## config.mk

```make
export PLATFORM = sky130hd
export DESIGN_NAME = param_serializer_fsm
export DESIGN_NICKNAME = d
export VERILOG_FILES = /design/src/rtl/param_serializer_fsm.sv
export SDC_FILE = /design/constraint.sdc
export NUM_CORES = 1
export LEC_CHECK = 0
export ABC_AREA = 1
export BUFFER_PORTS_ARGS = -buffer_cell sky130_fd_sc_hd__buf_2
export CAP_MARGIN = 40
export CELL_PAD_IN_SITES_DETAIL_PLACEMENT = 2
export CELL_PAD_IN_SITES_GLOBAL_PLACEMENT = 2
export CORE_AREA = 3 3 78 88
export CTS_CLUSTER_SIZE = 30
export DETAILED_ROUTE_END_ITERATION = 8
export DIE_AREA = 0 0 81 91
export GPL_TIMING_DRIVEN = 0
export MAX_ROUTING_LAYER = met4
export PLACE_DENSITY = 0.8
export SLEW_MARGIN = 5
export SYNTH_ARGS = -nofsm -noshare
export SYNTH_HDL_FRONTEND = slang
export SYNTH_SLANG_ARGS = --single-unit
```

## constraint.sdc

```tcl
create_clock -name clock -period 1.73 [get_ports clock]
set_input_delay 0.173 -clock clock [delete_from_list [all_inputs] [get_ports clock]]
set_output_delay 0.173 -clock clock [all_outputs]
set_load 0.02 [all_outputs]
```

## src/rtl/param_serializer_fsm.sv

```systemverilog
// Parametrised N-to-1 serializer: latches a DATA_W-bit word and shifts it out one bit per
// CLKS_PER_BIT clocks, MSB- or LSB-first. Define SERIALIZER_PARITY_EN to append an even-parity bit.
module param_serializer_fsm #(
    parameter  int DATA_W       = 16,
    parameter  int CLKS_PER_BIT = 1,
    localparam int CNT_W        = $clog2(DATA_W + 1)
) (
    input  logic              clock,
    input  logic              reset,
    input  logic              start,
    input  logic              msb_first,
    input  logic [DATA_W-1:0] data_in,
    output logic              ready,
    output logic              serial_out,
    output logic              bit_valid,
    output logic              data_sent,
    output logic [CNT_W-1:0]  bit_index,
    output logic [1:0]        state_q,
    output logic [DATA_W-1:0] shadow
);

    typedef enum logic [1:0] {
        IDLE  = 2'b00,
        LOAD  = 2'b01,
        SHIFT = 2'b10,
        DONE  = 2'b11
    } state_t;

    localparam int PRE_W = (CLKS_PER_BIT > 1) ? $clog2(CLKS_PER_BIT) : 1;
`ifdef SERIALIZER_PARITY_EN
    localparam int LAST_IDX = DATA_W;
`else
    localparam int LAST_IDX = DATA_W - 1;
`endif
    localparam logic [CNT_W-1:0] LAST_BIT = CNT_W'(LAST_IDX);
    localparam logic [PRE_W-1:0] PRE_LAST = PRE_W'(CLKS_PER_BIT - 1);

    state_t           state;
    logic             dir;
    logic [PRE_W-1:0] prescaler;

    // Bit at transmission position idx; the loop keeps the select within the word's range.
    function automatic logic pick_bit(input logic [DATA_W-1:0] word,
                                      input logic              msb,
                                      input logic [CNT_W-1:0]  idx);
        logic [CNT_W-1:0] pos;
        logic             b;
        pos = msb ? (CNT_W'(DATA_W - 1) - idx) : idx;
        b   = 1'b0;
        for (int i = 0; i < DATA_W; i++) begin
            if (pos == CNT_W'(i)) b = word[i];
        end
`ifdef SERIALIZER_PARITY_EN
        if (idx == CNT_W'(DATA_W)) b = ^word;
`endif
        return b;
    endfunction

    assign ready   = (state == IDLE);
    assign state_q = state;

    // NOTE: sequential state uses non-blocking assignments so every register samples pre-edge values.
    always_ff @(posedge clock or posedge reset) begin
        if (reset) begin
            state      <= IDLE;
            dir        <= 1'b0;
            prescaler  <= '0;
            bit_index  <= '0;
            serial_out <= 1'b0;
            bit_valid  <= 1'b0;
            data_sent  <= 1'b0;
            // NOTE: shadow is a visible debug tap, so it is reset rather than left as don't-care.
            shadow     <= '0;
        end else begin
            case (state)
                IDLE: begin
                    if (start) state <= LOAD;
                end
                LOAD: begin
                    shadow     <= data_in;
                    dir        <= msb_first;
                    bit_index  <= '0;
                    prescaler  <= '0;
                    serial_out <= pick_bit(data_in, msb_first, '0);
                    bit_valid  <= 1'b1;
                    state      <= SHIFT;
                end
                SHIFT: begin
                    if (prescaler == PRE_LAST) begin
                        prescaler <= '0;
                        if (bit_index == LAST_BIT) begin
                            state      <= DONE;
                            bit_valid  <= 1'b0;
                            serial_out <= 1'b0;
                            bit_index  <= '0;
                            data_sent  <= 1'b1;
                        end else begin
                            bit_index  <= bit_index + 1'b1;
                            serial_out <= pick_bit(shadow, dir, bit_index + 1'b1);
                        end
                    end else begin
                        prescaler <= prescaler + 1'b1;
                    end
                end
                DONE: begin
                    // A held start must not retrigger; wait for it to drop.
                    if (!start) begin
                        state     <= IDLE;
                        data_sent <= 1'b0;
                    end
                end
                default: state <= IDLE;
            endcase
        end
    end

endmodule

```

==> Word level (Yosys, flattened, before mapping) <==
Index checks and enable logic that the tools add are counted.
{ "word_totals": {"ff_bits": 28, "latch_bits": 0, "ram_bits": 0, "mem_bits_ro": 0, "in_bits": 20, "output_inout_bits": 27, "elab_cells": 112, "n_memories": 0} }
{ "op_classes": {"addsub": 3, "mul": 0, "div": 0, "order_cmp": 0, "eq_ne": 38, "shifts": 0, "mux": 54, "bitwise": 0, "reduce_logical": 9} }
{ "ops": {"columns": ["op", "count"], "rows": [
  ["$eq A5 B4 Y1 const B", 9],
  ["$mux W1", 40],
  ["$eq A4 B4 Y1 const B", 8],
  ["$eq A5 B3 Y1 const B", 4],
  ["$eq A4 B3 Y1 const B", 4],
  ["$mux W5", 3],
  ["$eq A5 B2 Y1 const B", 2],
  ["$logic_not A5 Y1", 2],
  ["$pmux W5 S2", 1],
  ["$eq A4 B2 Y1 const B", 2],
  ["$mux W2", 4],
  ["$ne A2 B2 Y1 const B", 4],
  ["$pmux W1 S2", 4],
  ["$pmux W2 S4", 1],
  ["$reduce_and A4 Y1", 2],
  ["$add A5 B1 Y5 const B", 1],
  ["$eq A5 B1 Y1 const B", 1],
  ["$sub A4 B5 Y5 const A", 1],
  ["$eq A2 B2 Y1 const B", 2],
  ["$eq A4 B1 Y1 const B", 1],
  ["$mux W4", 1],
  ["$reduce_bool A2 Y1", 2],
  ["$reduce_and A3 Y1", 1],
  ["$eq A2 B1 Y1 const B", 1],
  ["3 further kinds", 3]
]} }

==> Logic depth before layout (Yosys ltp) <==
Gate-level depths: netlist of run 1.
{ "logic_depth": {"depth_word": 23, "mapped_depth": 14} }

==> Worst setup path before layout of run 1 <==
OpenSTA, ideal clock, no wires.
{ "synth_path": {"kind": "register -> register", "start": "register bit_index[0]", "end": "register serial_out", "arrival_time_ns": 1.678, "t_required_ns": 1.657, "slack_ns": -0.021, "stages_incl_launch_ff": 13, "n_path_buf": 0, "cell_sequence": "dfrtp_1 -> ha_1 -> inv_1 -> nand2_1 -> nand2_2 -> nand3_1 -> nand2_1 -> inv_1 -> nand2_1 -> nand2_1 -> a21oi_2 -> nand2_1 -> a21oi_2"} }
{ "synth_between": {"elab_chain_len": 23, "elab_cells_between_ends": 39, "cone_classes": "2 x add/sub; 16 x eq/ne; 20 x mux; 1 x reduce/logical"} }
{ "synth_lines": {"columns": ["element", "line_no", "source"], "rows": [
  ["start, declared", "17", "output logic [CNT_W-1:0] bit_index,"],
  ["start signal, assigned", "98", "bit_index <= bit_index + 1'b1;"],
  ["$add A5 B1 Y5", "99", "serial_out <= pick_bit(shadow, dir, bit_index + 1'b1);"],
  ["$sub A4 B5 Y5", "48", "pos = msb ? (CNT_W'(DATA_W - 1) - idx) : idx;"],
  ["$mux W5", "48", null],
  ["$logic_not A5 Y1", "51", "if (pos == CNT_W'(i)) b = word[i];"],
  ["$mux W1 (16 in a row)", "51", null],
  ["$mux W1 *", "91", "if (bit_index == LAST_BIT) begin"],
  ["$mux W1 *", "89", "if (prescaler == PRE_LAST) begin"],
  ["$pmux W1 S2 *", "75", "case (state)"],
  ["end signal, assigned", "84", "serial_out <= pick_bit(data_in, msb_first, '0);"],
  ["end signal, assigned", "99", null],
  ["end, declared", "14", "output logic serial_out,"]
]} }
Every way passes the cells marked *; elsewhere a longest branch is shown, timed or not. The select of a mux whose other input is x is not followed.
A chain may end at the register's enable or synchronous reset.

==> Worst setup path after layout of run 1 <==
Same ends and word-level chain as after synthesis.

==> flow_metrics.tcl, run 1 <==
set metrics [dict create \
    synth_edf_count 0 \
    cpLargestDelayFamily "simple AND/OR/NAND/NOR gates" \
    rsz0062_at_grt "yes" \
    synth_area_leaders "dfrtp_1, nand2_1, inv_1, nand3_1, mux2_2" \
    skew_ns 0.00291 \
    internal_power_uw 1960 \
    cts_tree "yes" \
    first_iter_violations 45 \
    comb_power_share_pct 64.0 \
    clockPowerShare_pct 9.5 \
    syn_area_um2 1560 \
    grt_pass1_wl_mm 7.69 \
    finalSetupViolCount 0 \
    die_w_um 81 \
    yosysTopAreaCellShare_pct 43.2 \
    syn_area_per_cell_um2 8.10 \
    clock_path_buffers 2 \
    layout.nets 273 \
    drtAntennaViolNets 0 \
    cpPeakStageDelay_ns 0.44 \
    numCtsBuffers 3 \
    grt_max_degree 16 \
    worstSetupPathType "reg -> reg" \
    start_util_pct 25.7 \
    yosysUniqueCellTypes 23 \
    fp.dieArea_um2 7370 \
    cp.arrival_ns 1.90 \
    place_hpwl_mm 3.71 \
    crit_chain "ha_4 > inv_1 > nand2_2 > nand2_1 > nand2_1 > nand2_2 > nand2_1 > nand2_1 > inv_1 > nand2_1 > nand2_1 > nand2_1 > nand2_1 > a21oi_2" \
    netlist_instances 193 \
    diodes 0 \
    htree_levels 1 \
    synth_flop_cell "dfrtp_1" \
    finalCriticalPeriod_ns 1.69 \
    p_sw_share_pct 51.6 \
    wl_per_cell_um 14.5 \
    p_sw_uw 2090 \
    path_clk_slew_ns 0.10 \
    cp-end-kind "flip-flop" \
    powerDensity_nw_per_um2 2000 \
    synth_seq_cells 27 \
    routed_via_density 4.50 \
    clkLatencyLatePin_ns 0.28 \
    synthMostInstantiatedCell "nand2_1" \
    period_share_pct 97.5 \
    cp_num_buf_inv 2 \
    wl_mm 4.70 \
    tightest_slew_ns 0.621 \
    leakage_uw 0.00103 \
    first_global_vias 1652 \
    startpoint_type "flip-flop" \
    root_buffer "clkbuf_8" \
    slew_viol_final 0 \
    num_rows 30 \
    drv_cap 0 \
    core_um2 6080 \
    timing.fmax_ghz 0.593 \
    outcome "finished clean" \
    antenna_found_initial 0 \
    yosysTopAreaCell "dfrtp_1" \
    ios 47 \
    placed_cell_area_um2 1920 \
    critPathMaxFanout 4 \
    crit_slowest_cell "dfrtp_2" \
    num_vias 1462 \
    ys_warn_count 0 \
    final_layout_size_suffix_gt1_share_pct 35.9 \
    hp-class "in -> reg" \
    power.share.sequential_pct 26.5 \
    synthArstFlopShare_pct 100 \
    die_y_um 91 \
    slew-limit-headroom_pct 58.6 \
    fin_tns_setup_ns 0 \
    cts_num_sinks 27 \
    synth_fp_nets 220 \
    design_area_um2 2030 \
    synth_commonest_cells "nand2_1, inv_1, dfrtp_1" \
    first_pass_iters 4 \
    hold_violations 0 \
    drc 0 \
    grt_overflow 0 \
    ys_seq_area_share_pct 43.2 \
    gp_congestion 0.802 \
    synthToLayoutAreaGrowth_pct 29.9 \
    ir_drop_mv 0.623 \
    cp.required_ns 1.95 \
    grt_util_all_layers_pct 13.7 \
    io_buffers 46 \
    critPathMostFrequentCell "nand2_1" \
]
-- layout by cell type (no fill, tap or decap), drive strengths merged --
master       instances
nand2               60
buf                 50
inv                 30
dfrtp               27
nand3               21
o21ai               19
mux2                 8
nor2                 7
ha                   7
clkbuf               5
a21oi                3
xor2                 2
o22ai                2
o21a                 1
a22o                 1
clkinv               1
dlygate4sd3          1
-- routing by layer --
layer / wire length (um) / GRT usage [%]
met5: 0 / -
met4: 0 / 2.96
met3: 158 / 1.79
met2: 2630 / 24.7
met1: 1920 / 15.8
-- state kept, by name, summed over array words and instances, names as in the netlist --
name        cells
state_q         2
serial_out      1
data_sent       1
shadow         16
bit_valid       1
bit_index       5
dir             1
-- cell families (layout without fill, tap and decap cells) --
logic type	count (synthesis)	after routing	synth area share [%]
buf+inv	35	87	9.37
flops	27	27	43.2
mux	8	8	5.76
xor+xnor	2	2	1.12
fa+ha+maj	7	7	5.60
simple gates	88	88	25.5
compound gates	26	26	9.37
-- path summary, 6_finish.rpt --
kind	start	to	slack, ns	cells past startpoint
worst max-delay path	bit_index[0]$_DFFE_PP0P_	serial_out$_DFFE_PP0P_	0.04	14
max in group asynchronous	reset	bit_index[0]$_DFFE_PP0P_	0.72	4
min in group asynchronous	reset	shadow[10]$_DFFE_PP0P_	0.50	3
worst min register to register	serial_out$_DFFE_PP0P_	serial_out$_DFFE_PP0P_	0.53	2
worst min-delay path	data_in[4]	shadow[4]$_DFFE_PP0P_	0.09	3
worst max register to register	bit_index[0]$_DFFE_PP0P_	serial_out$_DFFE_PP0P_	0.04	14
-- worst register-to-register path, delay by kind of cell (launching register included) --
family / cells / cell delay (ns)
buffers and inverters: 2 / 0.10
and+or+nand+nor: 10 / 0.79
adders and majority gates: 1 / 0.17
AOI/OAI and AO/OA: 1 / 0.11
DFF: 1 / 0.44
-- what timing repair did --
item,CTS,global route
gates resized for setup,2,11
hold buffers,1,0
gates cloned,0,0
endpoints found under the hold margin,12,0
setup endpoints to repair,17,18
setup buffers,2,0
pin swaps,1,1
-- per-stage QoR --
step / util (%) / total power [uW] / hold slack (ns) / cells / worst slack, ns
after floorplan: - / 2840 / 0.226 / 193 / 0.0383
after global placement: 31.2 / 3500 / 0.380 / 319 / -0.0859
after detailed placement: 31.6 / 3610 / 0.287 / 320 / -0.163
after CTS: 32.8 / 4050 / 0.0842 / 326 / -0.0960
after global routing: 33.4 / 4460 / 0.0954 / 325 / -0.113
final: 33.4 / 4060 / 0.0933 / 325 / 0.0438
-- area by class of cell --
type / count / area [um2]
Timing Repair Buffer: 50 / 283
Sequential cell: 27 / 677
Buffer: 3 / 20.0
Clock buffer: 3 / 41.3
Multi-Input combinational cell: 131 / 785
Inverter: 30 / 120
Fill cell: 739 / 4050
Tap cell: 80 / 100
Clock inverter: 1 / 5.00
-- power groups by stage --
stage                     logic [uW]  clock network, uW  registers, uW
after global routing            2910                436           1120
after global placement          2400                  0           1100
after CTS                       2570                407           1070
final                           2600                385           1070
after floorplan                 1460                  0           1380
after detailed placement        2500                  0           1110
(Power assumes the default switching activity.)
==> run 2: changes to the inputs <==
--- a/config.mk
+++ b/config.mk
@@ -8,12 +8,12 @@
 export ABC_AREA = 1
 export BUFFER_PORTS_ARGS = -buffer_cell sky130_fd_sc_hd__buf_2
 export CAP_MARGIN = 40
-export CELL_PAD_IN_SITES_DETAIL_PLACEMENT = 2
+export CELL_PAD_IN_SITES_DETAIL_PLACEMENT = 0
 export CELL_PAD_IN_SITES_GLOBAL_PLACEMENT = 2
-export CORE_AREA = 3 3 78 88
+export CORE_AREA = 4 4 79 89
 export CTS_CLUSTER_SIZE = 30
 export DETAILED_ROUTE_END_ITERATION = 8
-export DIE_AREA = 0 0 81 91
+export DIE_AREA = 0 0 83 93
 export GPL_TIMING_DRIVEN = 0
 export MAX_ROUTING_LAYER = met4
 export PLACE_DENSITY = 0.8
==> run 2 against run 1 <==
Utilization rose by 0.19 points; non-clock buffer count increased by 1; clock skew about the same; clock-buffer cell count stayed put; combinational power is 3% lower; total power down 1.8%; flip-flop and latch count stayed put; cell count rose by 0.31%; via count down 4.0%; critical path depth shrank 2; critical endpoint unchanged; largest cell class unchanged; largest power group unchanged.
==> flow_metrics.tcl, run 2 (same netlist as run 1, synthesis figures left out) <==
set metrics [dict create \
    gp_congestion 0.814 \
    startpoint_type "flip-flop" \
    drv_cap 0 \
    largest-register "shadow" \
    drc 0 \
    grt_overflow 0 \
    fillCellCount 710 \
    final_cell_mix "nand2_1, buf_2, inv_1" \
    grt_pass1_wl_mm 6.47 \
    rsz0062_at_grt "yes" \
    cp.required_ns 1.96 \
    cp-end-kind "flip-flop" \
    hold_path_depth 3 \
    hp-class "in -> reg" \
    first_iter_violations 39 \
    skew_ns 0.00248 \
    numCtsBuffers 3 \
    antenna_found_initial 0 \
    io_buffers 46 \
    place_ws_ns -0.113 \
    htree_levels 1 \
    ir_drop_mv 0.737 \
    synthToLayoutAreaGrowth_pct 30.7 \
    layout.nets 274 \
    wl_per_cell_um 12.3 \
    rr_worst_depth 12 \
    core_um2 6080 \
    cp.arrival_ns 1.87 \
    highest_layer "met4" \
    worstSetupPathType "reg -> reg" \
    design_area_um2 2040 \
    finalSetupViolCount 0 \
    critPathMaxFanout 7 \
    wl_met3_um 160 \
    drtAntennaViolNets 0 \
    slew_viol_final 0 \
    wl_met1_mm 1.77 \
    clkLatencyLatePin_ns 0.28 \
    place_hpwl_mm 3.14 \
    finalWorstSetupSlack_ns 0.0849 \
    fp.dieArea_um2 7720 \
    routed_via_density 4.30 \
    final_layout_size_suffix_gt1_share_pct 36.6 \
    grt_max_degree 17 \
    leakage_uw 0.00103 \
    timing.fmax_ghz 0.608 \
    tightest_slew_ns 0.559 \
    hold_violations 0 \
    root_buffer "clkbuf_8" \
    path_clk_slew_ns 0.10 \
    die_w_um 83 \
    total_power_uw 3980 \
    start_util_pct 25.7 \
    ios 47 \
    largest_reg_flops 16 \
    first_pass_iters 4 \
    placed_cell_area_um2 1920 \
    wl_mm 3.99 \
    grt_util_all_layers_pct 10.6 \
    period_share_pct 95.1 \
    powerDensity_nw_per_um2 1950 \
    regArea_um2 677 \
    final_common_cell "nand2_1" \
    finalCriticalPeriod_ns 1.65 \
    multi_input_area_um2 790 \
    wl_met2_mm 2.03 \
    cts_tree "yes" \
    outcome "finished clean" \
    diodes 0 \
    first_global_vias 1362 \
    cts_num_sinks 27 \
    num_vias 1403 \
    clock_path_buffers 2 \
    die_y_um 93 \
    slew-limit-headroom_pct 62.7 \
    num_rows 30 \
]
==> run 2: cell types whose count changed in the layout (fill, tap and decap cells not counted) <==
cell        delta
nand2_2        +1
nand2_1        -1
clkinvlp_4     +1
nor2_2         +1
clkinv_2       -1
clkbuf_1       +1
nor2_1         -1
==> run 2: area by class of cell <==
class | instances | share of cell area [%]
multi-input cells | 131 | 38.7
clock buffers | 3 | 2.02
clock inverters | 1 | 0.368
plain buffers | 4 | 1.16
flip-flops and latches | 27 | 33.1
inverters | 30 | 5.88
well taps | 80 | 4.90
repair buffers | 50 | 13.8
==> run 2: metrics by stage <==
step | hold WS, ns | instances | utilization [%] | TNS (ns)
after detailed placement | 0.251 | 320 | 31.6 | -0.446
after global routing | 0.0809 | 326 | 33.6 | -0.0485
after CTS | 0.0785 | 326 | 32.8 | -0.0483
final | 0.0854 | 326 | 33.6 | 0
after global placement | 0.380 | 319 | 31.2 | -0.378
after floorplan | 0.226 | 193 | - | 0
==> run 2: routing by layer <==
layer	vias up	global-route usage [%]
met1	648	12.7
met5	-	-
met4	0	3.27
met3	4	1.76
li1	719	-
met2	32	18.2
==> run 2: final timing paths <==
check,endpoint,from,slack [ns]
worst max-delay path,serial_out$_DFFE_PP0P_,bit_index[0]$_DFFE_PP0P_,0.08
worst min-delay path,shadow[6]$_DFFE_PP0P_,data_in[6],0.09
worst max register to register,serial_out$_DFFE_PP0P_,bit_index[0]$_DFFE_PP0P_,0.08
worst min register to register,data_sent$_DFFE_PP0P_,data_sent$_DFFE_PP0P_,0.51
max in group asynchronous,bit_index[0]$_DFFE_PP0P_,reset,0.77
min in group asynchronous,shadow[9]$_DFFE_PP0P_,reset,0.47
==> run 2: where the power goes <==
group          internal (uW)  switching (uW)  total (uW)
combinational            904            1620        2530
sequential               895             174        1070
clock                    164             224         389
total                   1960            2020        3980
==> run 2: critical path: stages, from the launching register on <==
cell     delay [ns]
dfrtp_2        0.44
ha_4           0.25
inv_2          0.08
nand2_2        0.07
nand2_4        0.11
nand3_1        0.09
nand2_1        0.07
inv_1          0.03
nand2_1        0.05
nand2_1        0.06
a21oi_2        0.13
nand2_1        0.08
a21oi_2        0.11
==> run 2: timing repair <==
action | 4_1_cts | 5_1_grt
setup buffers | 2 | 0
hold endpoints to repair | 11 | 0
pin swaps | 0 | 4
setup endpoints to repair | 17 | 17
hold buffers | 1 | 0
resized for setup | 2 | 13
cloned | 0 | 0
==> run 3: changes to the inputs <==
--- a/config.mk
+++ b/config.mk
@@ -17,6 +17,7 @@
 export GPL_TIMING_DRIVEN = 0
 export MAX_ROUTING_LAYER = met4
 export PLACE_DENSITY = 0.8
+export REMOVE_ABC_BUFFERS = 1
 export SLEW_MARGIN = 5
 export SYNTH_ARGS = -nofsm -noshare
 export SYNTH_HDL_FRONTEND = slang
==> run 3 against run 2 <==
Total power grew 3.2%; flip-flop and latch count is the same; design area up 1.7%; global-route usage grew 0.057 points; critical endpoint unchanged; largest cell class unchanged.
==> flow_metrics.tcl, run 3 (same netlist as run 1, synthesis figures left out) <==
set metrics [dict create \
    slew-limit-headroom_pct 57.7 \
    start_util_pct 25.7 \
    die_y_um 93 \
    cp.required_ns 1.94 \
    wl_mm 3.83 \
    critPathMaxFanout 6 \
    num_rows 30 \
    die_w_um 83 \
    cp-end-kind "flip-flop" \
    skew_ns 0.00797 \
    timing.fmax_ghz 0.607 \
    powerDensity_nw_per_um2 1980 \
    core_um2 6080 \
    outcome "finished clean" \
    period_share_pct 95.2 \
    first_pass_iters 4 \
    layout.nets 272 \
    grt_overflow 0 \
    finalSetupViolCount 0 \
    grt_util_all_layers_pct 10.6 \
    path_clk_slew_ns 0.10 \
    hp-class "in -> reg" \
    worstSetupPathType "reg -> reg" \
    synthToLayoutAreaGrowth_pct 32.8 \
    drv_cap 0 \
    tightest_slew_ns 0.635 \
    fp.dieArea_um2 7720 \
    io_buffers 46 \
    whs_ns 0.0925 \
    first_global_vias 1353 \
    grt_pass1_wl_mm 6.53 \
    numCtsBuffers 3 \
    cts_tree "yes" \
    drc 0 \
    drtAntennaViolNets 0 \
    total_power_uw 4110 \
    final_cell_mix "nand2_1, buf_2, inv_1" \
    cts_num_sinks 27 \
    startpoint_type "flip-flop" \
    gp_congestion 0.732 \
    finalCriticalPeriod_ns 1.65 \
    largest-register "shadow" \
    slew_viol_final 0 \
    place_hpwl_mm 3.01 \
    rsz0062_at_grt "yes" \
    diodes 0 \
    largest_reg_flops 16 \
    root_buffer "clkbuf_8" \
    ios 47 \
    clock_path_buffers 2 \
    grt_max_degree 23 \
    first_iter_violations 27 \
    antenna_found_initial 0 \
    routed_via_density 4.15 \
    num_vias 1344 \
    wl_per_cell_um 11.8 \
    hold_violations 0 \
    final_layout_size_suffix_gt1_share_pct 39.3 \
    ir_drop_mv 0.853 \
    cp.arrival_ns 1.85 \
    leakage_uw 0.00105 \
    htree_levels 1 \
    clkLatencyLatePin_ns 0.28 \
]
run 3: cell count changes in the layout (fill, tap and decap cells not counted), moves of 2 or more:
cell,delta
ha_1,+2
clkbuf_1,-2
nand3_2,+5
nand3_1,-5
nand2_1,-2
ha_2,-2
run 3: worst paths after layout:
path	from	endpoint	slack, ns	cells after the start
worst max-delay path	bit_index[1]$_DFFE_PP0P_	serial_out$_DFFE_PP0P_	0.08	11
worst min-delay path	data_in[6]	shadow[6]$_DFFE_PP0P_	0.09	3
worst max register to register	bit_index[1]$_DFFE_PP0P_	serial_out$_DFFE_PP0P_	0.08	11
worst min register to register	data_sent$_DFFE_PP0P_	data_sent$_DFFE_PP0P_	0.51	2
max in group asynchronous	reset	shadow[11]$_DFFE_PP0P_	0.73	4
min in group asynchronous	reset	shadow[5]$_DFFE_PP0P_	0.51	3
run 3: layout make-up:
class                           instances  area (um2)
Fill cell                             684        4010
Multi-Input combinational cell        131         823
Sequential cell                        27         678
Timing Repair Buffer                   52         305
Inverter                               30         123
Tap cell                               80         100
Clock buffer                            3        41.3
Clock inverter                          1        5.00
run 3: repair_timing:
| action | in CTS | in global routing |
|---|---|---|
| pin swaps | 1 | 13 |
| gates cloned | 0 | 0 |
| hold buffers | 1 | 0 |
| setup endpoints to repair | 7 | 4 |
| setup buffers | 2 | 1 |
| resized for setup | 3 | 20 |
| endpoints found under the hold margin | 13 | 0 |
run 3: metal layers:
metal  up-vias  routed length (um)  global-route usage (%)
met3         4                 192                    2.11
met1       590                1790                    13.4
met4         0                  26                    2.45
met2        33                1820                    17.6
met5         -                   0                       -
li1        717                   -                       -
run 3: where the power goes:
group          total, uW  switching, uW  internal [uW]
registers           1120            220            897
logic               2620           1640            979
clock network        371            209            162
total               4110           2070           2040
run 3: per-stage QoR:
step	cells	setup WS, ns	util [%]	TNS (ns)	cell area [um2]
after floorplan	188	-0.0351	-	-0.0448	1540
after global placement	314	-0.170	30.7	-1.61	1870
after detailed placement	316	-0.149	31.4	-0.408	1910
after CTS	323	0.0158	32.8	0	1990
after global routing	324	-0.0774	34.1	-0.0774	2080
final	324	0.0834	34.1	0	2080
run 3: critical path, stage by stage (launching register included):
cell and delay, ns:
dfrtp_1 0.43, ha_4 0.31, inv_4 0.05, nand2_2 0.08, nand2_4 0.08, nand3_1 0.09
nand3_2 0.09, nand2_1 0.06, nand2_1 0.07, a21oi_2 0.11, nand2_1 0.07, a21oi_2 0.12
